$ cat src/rtl/scr_ctrl_pkg.sv
// Shared definitions for the 802.11a DATA-field scrambler controller:
// FSM state encoding, field lengths and the reset seed.
package scr_ctrl_pkg;

    typedef enum logic [2:0] {
        ST_IDLE,
        ST_LOAD,
        ST_SERVICE,
        ST_DATA,
        ST_TAIL,
        ST_PAD,
        ST_DONE
    } state_e;

    localparam int         SERVICE_BITS = 16;
    localparam int         TAIL_BITS    = 6;
    localparam logic [6:0] DEFAULT_SEED = 7'h7F;

endpackage

$ cat src/rtl/scr_byte_fifo.sv
// Two-entry, 8-bit byte buffer between the MAC byte interface and the
// bit sequencer; head is visible combinationally from the storage flops.
module scr_byte_fifo (
    input  logic       clk_i,
    input  logic       rst_ni,
    input  logic       flush_i,
    input  logic       push_i,
    input  logic [7:0] data_i,
    input  logic       pop_i,
    output logic [7:0] data_o,
    output logic       full_o,
    output logic       empty_o
);

    logic [7:0] mem_q [0:1];
    logic       wr_ptr_q;
    logic       rd_ptr_q;
    logic [1:0] count_q;
    logic       do_push;
    logic       do_pop;

    assign full_o  = (count_q == 2'd2);
    assign empty_o = (count_q == 2'd0);
    assign do_push = push_i && !full_o;
    assign do_pop  = pop_i && !empty_o;
    assign data_o  = mem_q[rd_ptr_q];

    always_ff @(posedge clk_i or negedge rst_ni) begin
        if (!rst_ni) begin
            wr_ptr_q <= 1'b0;
            rd_ptr_q <= 1'b0;
            count_q  <= 2'd0;
        end else if (flush_i) begin
            wr_ptr_q <= 1'b0;
            rd_ptr_q <= 1'b0;
            count_q  <= 2'd0;
        end else begin
            if (do_push) wr_ptr_q <= ~wr_ptr_q;
            if (do_pop)  rd_ptr_q <= ~rd_ptr_q;
            case ({do_push, do_pop})
                2'b10:   count_q <= count_q + 2'd1;
                2'b01:   count_q <= count_q - 2'd1;
                default: count_q <= count_q;
            endcase
        end
    end

    always_ff @(posedge clk_i) begin
        if (do_push && !flush_i) mem_q[wr_ptr_q] <= data_i;
    end

endmodule

$ cat src/rtl/scrambler_ctrl.sv
// Sequences one 802.11a DATA field per request: seed load, SERVICE zeros,
// PSDU bits LSB first, zeroed tail and pad up to a whole OFDM symbol.
module scrambler_ctrl
    import scr_ctrl_pkg::*;
#(
    parameter int LEN_W   = 12,
    parameter int NDBPS_W = 8
) (
    input  logic               clk_i,
    input  logic               rst_ni,
    input  logic               req_i,
    input  logic [LEN_W-1:0]   len_i,
    input  logic [NDBPS_W-1:0] ndbps_i,
    input  logic [6:0]         seed_i,
    input  logic [7:0]         byte_i,
    input  logic               byte_valid_i,
    output logic               byte_ready_o,
    output logic               scr_start_o,
    output logic [6:0]         scr_seed_o,
    output logic               scr_x_o,
    input  logic               scr_y_i,
    output logic               bit_o,
    output logic               bit_valid_o,
    output logic               busy_o,
    output logic               done_o,
    output logic               err_o
);

    state_e             state_q;
    logic [LEN_W-1:0]   len_q;
    logic [NDBPS_W-1:0] ndbps_q;
    logic [6:0]         seed_q;
    logic [LEN_W-1:0]   byte_cnt_q;
    logic [LEN_W-1:0]   fetched_q;
    logic [2:0]         bit_cnt_q;
    logic [3:0]         stage_q;
    logic [NDBPS_W-1:0] sym_q;
    logic               busy_q;
    logic               scr_start_q;
    logic               bit_q;
    logic               bit_valid_q;
    logic               done_q;
    logic               err_q;

    logic [7:0]         fifo_head;
    logic               fifo_full;
    logic               fifo_empty;
    logic               byte_push;
    logic               byte_pop;
    logic [1:0]         fifo_level;
    logic [1:0]         level_d;
    logic               last_bit;
    logic               last_byte;
    logic               need_byte;
    logic               underrun;
    logic               sym_last;
    logic [NDBPS_W-1:0] sym_d;

    assign byte_ready_o = busy_q && (state_q == ST_SERVICE || state_q == ST_DATA)
                          && (fetched_q < len_q) && !fifo_full;
    assign byte_push    = byte_valid_i && byte_ready_o;

    assign last_bit  = (state_q == ST_DATA) && (bit_cnt_q == 3'd7);
    assign last_byte = (byte_cnt_q == len_q - LEN_W'(1));
    assign byte_pop  = last_bit;

    // Look one cycle ahead: a byte must already sit in the buffer on the
    // cycle its bit 0 is scrambled, otherwise the frame is aborted.
    assign fifo_level = fifo_full ? 2'd2 : {1'b0, !fifo_empty};
    assign level_d    = fifo_level + {1'b0, byte_push} - {1'b0, byte_pop};
    assign need_byte  = (state_q == ST_SERVICE && stage_q == 4'(SERVICE_BITS - 1)
                         && len_q != '0)
                        || (last_bit && !last_byte);
    assign underrun   = need_byte && (level_d == 2'd0);

    assign sym_last = (sym_q == ndbps_q - NDBPS_W'(1));
    assign sym_d    = sym_last ? '0 : sym_q + NDBPS_W'(1);

    assign scr_x_o     = (state_q == ST_DATA) ? fifo_head[bit_cnt_q] : 1'b0;
    assign scr_start_o = scr_start_q;
    assign scr_seed_o  = seed_q;
    assign bit_o       = bit_q;
    assign bit_valid_o = bit_valid_q;
    assign busy_o      = busy_q;
    assign done_o      = done_q;
    assign err_o       = err_q;

    scr_byte_fifo u_fifo (
        .clk_i   (clk_i),
        .rst_ni  (rst_ni),
        .flush_i (underrun),
        .push_i  (byte_push),
        .data_i  (byte_i),
        .pop_i   (byte_pop),
        .data_o  (fifo_head),
        .full_o  (fifo_full),
        .empty_o (fifo_empty)
    );

    always_ff @(posedge clk_i or negedge rst_ni) begin
        if (!rst_ni) begin
            state_q     <= ST_IDLE;
            len_q       <= '0;
            ndbps_q     <= '0;
            seed_q      <= DEFAULT_SEED;
            byte_cnt_q  <= '0;
            fetched_q   <= '0;
            bit_cnt_q   <= '0;
            stage_q     <= '0;
            sym_q       <= '0;
            busy_q      <= 1'b0;
            scr_start_q <= 1'b0;
            bit_q       <= 1'b0;
            bit_valid_q <= 1'b0;
            done_q      <= 1'b0;
            err_q       <= 1'b0;
        end else begin
            done_q      <= 1'b0;
            err_q       <= 1'b0;
            bit_valid_q <= scr_start_q;
            bit_q       <= scr_start_q && (state_q != ST_TAIL) && scr_y_i;
            if (scr_start_q) sym_q <= sym_d;
            if (byte_push)   fetched_q <= fetched_q + LEN_W'(1);

            case (state_q)
                ST_IDLE: begin
                    if (req_i) begin
                        if (ndbps_i == '0) begin
                            err_q <= 1'b1;
                        end else begin
                            len_q     <= len_i;
                            ndbps_q   <= ndbps_i;
                            seed_q    <= seed_i;
                            fetched_q <= '0;
                            busy_q    <= 1'b1;
                            state_q   <= ST_LOAD;
                        end
                    end
                end
                ST_LOAD: begin
                    stage_q     <= '0;
                    sym_q       <= '0;
                    scr_start_q <= 1'b1;
                    state_q     <= ST_SERVICE;
                end
                ST_SERVICE: begin
                    stage_q <= stage_q + 4'd1;
                    if (stage_q == 4'(SERVICE_BITS - 1)) begin
                        stage_q <= '0;
                        if (len_q == '0) begin
                            state_q <= ST_TAIL;
                        end else if (underrun) begin
                            err_q       <= 1'b1;
                            busy_q      <= 1'b0;
                            scr_start_q <= 1'b0;
                            state_q     <= ST_IDLE;
                        end else begin
                            bit_cnt_q  <= '0;
                            byte_cnt_q <= '0;
                            state_q    <= ST_DATA;
                        end
                    end
                end
                ST_DATA: begin
                    bit_cnt_q <= bit_cnt_q + 3'd1;
                    if (last_bit) begin
                        if (last_byte) begin
                            stage_q <= '0;
                            state_q <= ST_TAIL;
                        end else if (underrun) begin
                            err_q       <= 1'b1;
                            busy_q      <= 1'b0;
                            scr_start_q <= 1'b0;
                            state_q     <= ST_IDLE;
                        end else begin
                            byte_cnt_q <= byte_cnt_q + LEN_W'(1);
                        end
                    end
                end
                ST_TAIL: begin
                    stage_q <= stage_q + 4'd1;
                    if (stage_q == 4'(TAIL_BITS - 1)) begin
                        if (sym_d == '0) begin
                            scr_start_q <= 1'b0;
                            state_q     <= ST_DONE;
                        end else begin
                            state_q <= ST_PAD;
                        end
                    end
                end
                ST_PAD: begin
                    if (sym_last) begin
                        scr_start_q <= 1'b0;
                        state_q     <= ST_DONE;
                    end
                end
                ST_DONE: begin
                    done_q  <= 1'b1;
                    busy_q  <= 1'b0;
                    state_q <= ST_IDLE;
                end
                default: begin
                    scr_start_q <= 1'b0;
                    busy_q      <= 1'b0;
                    state_q     <= ST_IDLE;
                end
            endcase
        end
    end

endmodule

$ cat config.mk
export PLATFORM = sky130hd
export DESIGN_NAME = scrambler_ctrl
export DESIGN_NICKNAME = d
export VERILOG_FILES = /design/src/rtl/scr_ctrl_pkg.sv /design/src/rtl/scr_byte_fifo.sv /design/src/rtl/scrambler_ctrl.sv
export SDC_FILE = /design/constraint.sdc
export NUM_CORES = 1
export LEC_CHECK = 0
export BUFFER_PORTS_ARGS = -buffer_cell sky130_fd_sc_hd__buf_2
export CORE_MARGIN = 1.5
export CORE_UTILIZATION = 45
export DETAILED_ROUTE_END_ITERATION = 8
export SLEW_MARGIN = 5
export SYNTH_ARGS = -nofsm -noshare
export SYNTH_HDL_FRONTEND = slang
export SYNTH_SLANG_ARGS = --single-unit
$ cat constraint.sdc
create_clock -name clk_i -period 4.8 [get_ports clk_i]
set_input_delay 0.24 -clock clk_i [delete_from_list [all_inputs] [get_ports clk_i]]
set_output_delay 0.24 -clock clk_i [all_outputs]
set_load 0.01 [all_outputs]
==> flow_metrics.tcl, run 1 <==
set metrics [dict create \
    status "finished, final reports clean" \
    place_hpwl_um 9270 \
    setup_tns_ps 0 \
    cts.clk_slew.worst_paths_ps 70 \
    vdd_ir_drop_max_v 0.000132 \
    avgSynthCellArea_um2 9.10 \
    post_cts_resize_count 0 \
    remaining_drc_errors 0 \
    critical_path_class "register to register" \
    routedWlPerCell_um 15.3 \
    timing.fmax_mhz 240 \
    synth_most_common_cell "nand2_1" \
    synth_top_area_share_pct 31.7 \
    diodes 0 \
    power_leakage_nw 2.94 \
    relSlewSlack_pct 25.7 \
    yosys_register_bits 95 \
    grt_use_total_pct 20.8 \
    reg2reg_depth 16 \
    area_growth_syn_to_layout_pct 13.6 \
    rr_endpoint "byte_cnt_q[11]" \
    final_core_util_pct 53.0 \
    hold_violations 0 \
    drv_slew 0 \
    synthArstFlopShare_pct 83.2 \
    fillCellCount 1137 \
    cts_sinks 95 \
    hp-class "input pin to asynchronous set/reset pin" \
    required_ps 5030 \
    ctsLongestPathBuffers 2 \
    antenna_found_initial 0 \
    ys.warnings.count 0 \
    cts_tree "done" \
    die_y_um 115 \
    synthDistinctLibCells 62 \
    antenna_left 0 \
    cts.root.buffer_cell "clkbuf_16" \
    synthCells 624 \
    nets 732 \
    start_util_pct 46.7 \
    cts_hold_buf 0 \
    fp.dieArea_um2 13300 \
    syn_area_um2 5680 \
    dr.pass1.iters 4 \
    multiInputGateArea_um2 2980 \
    regArea_um2 2470 \
    setup.worst_path.start "len_q[5]" \
    vias 4662 \
    grt_pass1_vias 4380 \
    die_w_um 115 \
    worstSkewPairLatency_ps 360 \
    grt_pass1_wl_um 21500 \
    ys.flop_type "dfrtp_1" \
    endpoint_kind "register" \
    worstReg2RegStart "len_q[5]" \
    rsz0062_at_grt "false" \
    seq_area_frac_synth_pct 43.5 \
    tightest_slew_ps 1110 \
    synth_edf_count 16 \
    overflow 0 \
    ios 55 \
    min_period_ps 4180 \
    r2r_slack_ps 620 \
    synthTopCellsByArea "dfrtp_1 (32%), edfxtp_1 (8.5%), nand2_1 (6.9%), ha_1 (5.3%), o21ai_0 (3.9%)" \
    grt_max_degree 80 \
    synth_commonest_cells "nand2_1 (105), dfrtp_1 (72), o21ai_0 (44)" \
    cts_made_buffers 9 \
    startpoint_type "register" \
    row_count 40 \
    critical_path_arrival_ps 4400 \
    yosys.area.top_type "dfrtp_1" \
    finalCritPeriodShare_pct 87.0 \
    finalSetupViolations 0 \
    gp_congestion 0.838 \
    max_cap_viol_count 0 \
    htree_levels 3 \
    p_per_area_nw_per_um2 258 \
    p_total_mw 1.66 \
    synth_nets 688 \
    finClkSkew_ps 10.7 \
    place.port_buffers 54 \
    core_um2 12200 \
    drive_gt1_share_pct 15.0 \
    wirelength_um 12800 \
    cts_setup_buffers 0 \
    path_max_fanout 20 \
    drt_iter0_drc 255 \
    viasPerCell 5.54 \
]
## cells in the final DEF (no fill, tap or decap), types with 9 or more instances in the layout
cell type / instances
mux2i_1: 10
ha_1: 24
nand4_1: 12
nand3_1: 20
nand2b_1: 9
xor2_1: 12
xnor2_1: 25
nor2_1: 41
edfxtp_1: 16
and3_1: 11
inv_1: 36
nand2_1: 105
clkbuf_16: 11
a21oi_1: 21
dfrtp_1: 72
nor3_1: 18
buf_2: 53
o21ai_0: 44
## cell families (layout without fill, tap and decap cells)
family                   after synthesis  after routing  share of synthesized area (%)
AO/OA/AOI/OAI                        135            135                           15.9
XOR/XNOR                              37             37                           5.71
adder cells (fa/ha/maj)               24             24                           5.29
buffers and inverters                 63            112                           4.25
flip-flops                            95             95                           43.5
multiplexers                          17             17                           4.28
AND/OR/NAND/NOR                      253            253                           21.1
## area by class of cell
class / instances / area share [%]
clock buffer: 11 / 4.27
clock inverter: 5 / 0.931
inverter: 36 / 2.10
multi-input combinational: 466 / 46.3
sequential: 95 / 38.2
tap: 168 / 3.26
timing repair buffer: 60 / 4.93
## stage by stage
step	setup slack [ps]	instances	cell area [um^2]	hold WS (ps)
after detailed placement	614	825	6110	434
after CTS	591	841	6440	54.3
after global routing	248	841	6450	61.8
final	625	841	6450	62.7
after floorplan	772	624	5680	-55.6
after global placement	734	825	6110	429
## how the worst max path moves through the flow
stage                              end  slack, ps  cells past startpoint
finish                  byte_cnt_q[11]        620                     16
global route            byte_cnt_q[11]        250                     16
CTS                 u_fifo.mem_q[1][2]        590                     14
detailed placement  u_fifo.mem_q[1][2]        610                     14
global placement    u_fifo.mem_q[1][2]        730                     14
floorplan           u_fifo.mem_q[1][0]        770                     15
## worst max-delay path, stage by stage, from the launching register on
cell and delay, ps:
dfrtp_1 420, inv_1 100, ha_1 320, a21o_1 180, a21o_1 170, a211oi_1 210, o21ai_0 220, a21oi_1 310
ha_1 210, xor2_1 180, xnor2_1 110, a211oi_1 250, o21ai_0 210, nor2_1 180, o21a_1 630, mux2i_1 250
o21ai_0 100
## power breakdown
part           total, mW  internal [mW]  switching [mW]  leakage [nW]
Combinational     0.0438         0.0187          0.0251          1.76
Sequential         0.827          0.823         0.00445          1.01
Clock              0.792          0.469           0.323         0.162
## registers in the layout (all words and copies together) (netlist names)
name / count
u_fifo.mem_q: 16
byte_cnt_q: 12
fetched_q: 12
len_q: 12
ndbps_q: 8
sym_q: 8
scr_seed_o: 7
stage_q: 4
bit_cnt_q: 3
state_q: 3
u_fifo.count_q: 2
bit_o: 1
bit_valid_o: 1
busy_o: 1
done_o: 1
err_o: 1
scr_start_o: 1
u_fifo.rd_ptr_q: 1
u_fifo.wr_ptr_q: 1
## metal layers
| metal | wire length [um] | vias up | track usage, % |
|---|---|---|---|
| met2 | 5940 | 89 | 32.7 |
| met3 | 464 | 15 | 3.95 |
| met4 | 189 | 0 | 6.91 |
| met1 | 6240 | 2249 | 28.9 |
| li1 | - | 2309 | - |
| met5 | 0 | - | 0 |
Note: power is estimated with default switching activity, not from simulation.
==> run 2: changes to the inputs <==
--- a/config.mk
+++ b/config.mk
@@ -9,6 +9,7 @@
 export CORE_MARGIN = 1.5
 export CORE_UTILIZATION = 45
 export DETAILED_ROUTE_END_ITERATION = 8
+export PLACE_DENSITY_LB_ADDON = 0.12
 export SLEW_MARGIN = 5
 export SYNTH_ARGS = -nofsm -noshare
 export SYNTH_HDL_FRONTEND = slang
==> flow_metrics.tcl, run 2 (synthesis results as in run 1) <==
set metrics [dict create \
    stdcell_area_um2 6410 \
    core_um2 12200 \
    power_leakage_nw 2.92 \
    row_count 40 \
    finClkSkew_ps 6.30 \
    ios 55 \
    rr_endpoint "byte_cnt_q[11]" \
    max_cap_viol_count 0 \
    path_max_fanout 20 \
    reg2reg_depth 16 \
    hold-worst-slack_ps 56.1 \
    rsz0062_at_grt "false" \
    grt_pass1_wl_um 21800 \
    vias 4648 \
    min_period_ps 4040 \
    wirelength_um 13100 \
    cts.root.buffer_cell "clkbuf_16" \
    fp.dieArea_um2 13300 \
    critical_path_class "register to register" \
    drv_slew 0 \
    largest_reg_flops 16 \
    overflow 0 \
    routedWlPerCell_um 15.6 \
    status "finished, final reports clean" \
    tightest_slew_ps 1030 \
    worstReg2RegStart "len_q[5]" \
    hold_violations 0 \
    setup_tns_ps 0 \
    ctsLongestPathBuffers 2 \
    required_ps 5030 \
    vdd_ir_drop_max_v 0.000156 \
    antenna_left 0 \
    cts_sinks 95 \
    dpl_cell_area_um2 6120 \
    grt_use_total_pct 21.0 \
    nets 733 \
    cts_hold_buf 0 \
    r2r_slack_ps 760 \
    remaining_drc_errors 0 \
    timing.fmax_mhz 247 \
    die_w_um 115 \
    place_hpwl_um 9460 \
    endpoint_kind "register" \
    diodes 0 \
    finalCritPeriodShare_pct 84.2 \
    antenna_found_initial 0 \
    dp_cells 826 \
    drive_gt1_share_pct 14.8 \
    fillCellCount 1131 \
    drt_iter0_drc 317 \
    cts_tree "done" \
    final_common_cell "nand2_1" \
    final_cell_mix "nand2_1 (105), dfrtp_1 (72), buf_2 (53)" \
    cts_made_buffers 9 \
    stdcell_count 842 \
    dr.pass1.iters 5 \
    gp_congestion 0.908 \
    htree_levels 3 \
    startpoint_type "register" \
    place.port_buffers 54 \
    viasPerCell 5.52 \
    hp-class "input pin to asynchronous set/reset pin" \
    post_cts_resize_count 0 \
    area_growth_syn_to_layout_pct 13.0 \
    cts_setup_buffers 0 \
    worstSkewPairLatency_ps 350 \
    die_y_um 115 \
    finalSetupViolations 0 \
    p_total_mw 1.60 \
    relSlewSlack_pct 31.2 \
    start_util_pct 46.7 \
    grt_max_degree 80 \
    grt_pass1_vias 4408 \
    p_per_area_nw_per_um2 250 \
    cts.clk_slew.worst_paths_ps 70 \
    critical_path_arrival_ps 4280 \
    largest_register "u_fifo.mem_q" \
]
## run 2: changes by cell type in the layout (fill, tap and decap cells not counted), sizes merged
| cell | delta |
|---|---|
| buf | +1 |
| clkinv | +1 |
| clkinvlp | -1 |
## run 2: critical path: stages, from the launching register on
cell,delay [ps]
dfrtp_1,410
inv_1,100
ha_1,310
a21o_1,180
a21o_1,160
a211oi_1,210
o21ai_0,240
a21oi_1,290
ha_1,200
xor2_1,170
xnor2_1,120
a211oi_1,240
o21ai_0,180
nor2_1,150
o21a_1,610
mux2i_1,240
o21ai_0,100
## run 2: final cells by class
| type | instances | area (um^2) | share of cell area [%] |
|---|---|---|---|
| Multi-Input combinational cell | 466 | 2980 | 46.5 |
| Sequential cell | 95 | 2470 | 38.5 |
| Timing Repair Buffer | 61 | 325 | 5.07 |
| Clock buffer | 11 | 233 | 3.63 |
| Tap cell | 168 | 210 | 3.28 |
| Inverter | 36 | 135 | 2.11 |
| Clock inverter | 5 | 57.6 | 0.898 |
## run 2: routing by layer
layer | track usage (%) | part of all wire [%]
met3 | 4.11 | 3.1
met1 | 28.6 | 48
met5 | 0 | 0
met4 | 7.16 | 1.5
met2 | 33.5 | 48
## run 2: worst max path at each step
stage	from	to
floorplan	len_q[5]	u_fifo.mem_q[1][0]
global placement	len_q[5]	byte_cnt_q[11]
detailed placement	len_q[5]	u_fifo.mem_q[0][2]
CTS	len_q[5]	u_fifo.mem_q[0][2]
global route	len_q[5]	byte_cnt_q[11]
finish	len_q[5]	byte_cnt_q[11]
## run 2: through the flow
stage	utilization [%]	setup slack, ps
after detailed placement	50.3	687
final	52.7	758
after global routing	52.7	429
after global placement	50.3	866
after floorplan	-	772
after CTS	52.7	671
## run 2: power breakdown
| group | total [mW] | internal (mW) | switching [mW] |
|---|---|---|---|
| logic | 0.0440 | 0.0186 | 0.0254 |
| clock network | 0.729 | 0.406 | 0.323 |
| registers | 0.827 | 0.823 | 0.00469 |
==> run 3: changes to the inputs <==
--- a/config.mk
+++ b/config.mk
@@ -5,6 +5,7 @@
 export SDC_FILE = /design/constraint.sdc
 export NUM_CORES = 1
 export LEC_CHECK = 0
+export ABC_AREA = 1
 export BUFFER_PORTS_ARGS = -buffer_cell sky130_fd_sc_hd__buf_2
 export CORE_MARGIN = 1.5
 export CORE_UTILIZATION = 45
==> constraint.sdc (replaced) <==
create_clock -name clk_i -period 3.27 [get_ports clk_i]
set_input_delay 0.1635 -clock clk_i [delete_from_list [all_inputs] [get_ports clk_i]]
set_output_delay 0.1635 -clock clk_i [all_outputs]
set_load 0.01 [all_outputs]
==> flow_metrics.tcl, run 3 <==
set metrics [dict create \
    max_cap_viol_count 0 \
    synthCells 808 \
    ios 55 \
    rsz0062_at_grt "false" \
    reg2reg_depth 17 \
    drv_slew 0 \
    grt_use_met2_pct 35.7 \
    whs_path_depth 3 \
    die_y_um 119 \
    timing.fmax_mhz 337 \
    rr_endpoint "byte_cnt_q[3]" \
    status "finished, final reports clean" \
    worstSkewPairLatency_ps 360 \
    fp.dieArea_um2 14200 \
    drt_iter0_drc 258 \
    power_leakage_nw 3.38 \
    yosys_register_bits 95 \
    routedWlPerCell_um 13.6 \
    critical_path_class "register to register" \
    synthTopCellsByArea "dfrtp_1 (30%), nand2_1 (13%), edfxtp_1 (7.9%), inv_1 (5.9%), nor2_1 (5.4%)" \
    grt_use_total_pct 22.1 \
    largest_reg_flops 16 \
    final_critical_path_setup_slack_ps 302 \
    path_max_fanout 24 \
    gp_congestion 0.914 \
    overflow 0 \
    vdd_ir_drop_max_v 0.000450 \
    synthDistinctLibCells 43 \
    antenna_left 0 \
    r2r_slack_ps 300 \
    p_per_area_nw_per_um2 794 \
    start_util_pct 45.9 \
    finalSetupViolations 0 \
    grt_busiest_layer "met2" \
    diodes 0 \
    hp-start "seed_i[2]" \
    final_common_cell "nand2_1" \
    finalCritPeriodShare_pct 90.8 \
    viasPerCell 5.08 \
    yosys.area.top_type "dfrtp_1" \
    startpoint_type "register" \
    vias 5396 \
    synth_nets 872 \
    cts_made_buffers 9 \
    grt_pass1_vias 5320 \
    met3_usage_pct 3.35 \
    tightest_slew_ps 831 \
    worstReg2RegStart "len_q[4]" \
    relSlewSlack_pct 44.6 \
    required_ps 3500 \
    endpoint_kind "register" \
    min_period_ps 2970 \
    ctsLongestPathBuffers 2 \
    synth_most_common_cell "nand2_1" \
    ys.flop_type "dfrtp_1" \
    avgSynthCellArea_um2 7.50 \
    area_growth_syn_to_layout_pct 15.8 \
    drive_gt1_share_pct 16.1 \
    dr.pass1.iters 4 \
    antenna_found_initial 0 \
    holdPathEnd "scr_seed_o[2]" \
    post_cts_resize_count 0 \
    cts_sinks 95 \
    hp-class "input pin to register" \
    cts_tree "done" \
    met1_usage_pct 29.9 \
    place_hpwl_um 10900 \
    pre_cts_ws_ps 336 \
    setup_tns_ps 0 \
    grt_max_degree 63 \
    seq_area_frac_synth_pct 40.7 \
    ys.warnings.count 0 \
    hold_violations 0 \
    cts_hold_buf 15 \
    wirelength_um 14400 \
    synth_top_area_share_pct 29.7 \
    cts.root.buffer_cell "clkbuf_16" \
    grt_pass1_wl_um 25200 \
    die_w_um 119 \
    finClkSkew_ps 11.5 \
    row_count 42 \
    remaining_drc_errors 0 \
    core_um2 13200 \
    synthArstFlopShare_pct 83.2 \
    nets 945 \
    critical_path_arrival_ps 3200 \
    synth_commonest_cells "nand2_1 (216), inv_1 (96), nor2_1 (87)" \
    cts_setup_buffers 0 \
    place.port_buffers 54 \
    syn_area_um2 6060 \
    synth_edf_count 16 \
    htree_levels 3 \
    final_cell_mix "nand2_1 (216), inv_1 (96), nor2_1 (87)" \
    cts.clk_slew.worst_paths_ps 70 \
    largest_register "u_fifo.mem_q" \
]
run 3: changes by cell type in the layout (fill, tap and decap cells not counted), moves of 12 or more:
cell           previous run  this run
nand2_2                   0        15
dlygate4sd3_1             0        15
nor2_1                   41        87
xnor2_1                  25         7
nand2_1                 105       216
nand3_1                  20        58
inv_1                    36        96
o21ai_2                   0        12
run 3: per-stage QoR:
step	instance area [um^2]	util [%]	hold WS (ps)	total power, mW	cells
CTS	7010	53.2	2.20	5.60	1062
global route	7010	53.2	9.73	6.09	1062
detailed placement	6540	49.6	329	4.42	1031
finish	7010	53.2	4.33	5.57	1062
floorplan	6060	-	-132	3.77	808
global placement	6540	49.6	309	4.36	1031
run 3: worst max-delay path: stages, from the launching register on:
cell and delay, ps:
dfrtp_1 440, inv_1 160, ha_1 310, nand2_1 50, nor3_1 140, nand3_1 90, nand2_1 80, nor2_1 50
nand3_1 100, clkinv_1 90, ha_1 190, xnor2_1 170, xor2_1 160, nor2_1 80, nand2_4 140, nand3_4 330
nand2_1 190, o21ai_2 60
run 3: layout make-up:
type,count,area [um^2]
clock buffers,10,229
clock inverters,6,93.8
fillers,1302,6180
inverters,108,405
multi-input cells,591,3120
flip-flops and latches,95,2470
well taps,176,220
repair buffers,76,475
run 3: logic make-up after synthesis:
group,count (synthesis),share of synthesized area [%]
xor gates and xnor gates,31,4.73
AOI/OAI and AO/OA,107,10.5
and+or+nand+nor,429,31.3
DFF,95,40.7
adders and majority gates,24,4.96
buffers and inverters,122,7.85
run 3: worst max path at each step:
stage | from | to | slack, ps | cells past startpoint
6_report | len_q[4] | byte_cnt_q[3] | 300 | 17
5_1_grt | len_q[9] | byte_cnt_q[0] | 10 | 17
4_1_cts | len_q[4] | byte_cnt_q[1] | 310 | 17
3_5_place_dp | len_q[4] | byte_cnt_q[2] | 340 | 17
3_3_place_gp | len_q[4] | byte_cnt_q[3] | 380 | 17
2_1_floorplan | len_q[6] | u_fifo.mem_q[0][0] | 150 | 16
run 3: metal layers:
layer / part of all wire, % / vias to the layer above
li1: - / 2747
met1: 47 / 2519
met2: 47 / 110
met3: 3.9 / 20
met4: 2.0 / 0
met5: 0 / -
run 3: power by group:
part | switching [mW] | internal [mW] | leakage [nW]
Combinational | 1.67 | 0.878 | 2.06
Clock | 0.472 | 0.676 | 0.153
Sequential | 0.330 | 1.55 | 1.16
Total | 2.47 | 3.10 | 3.38
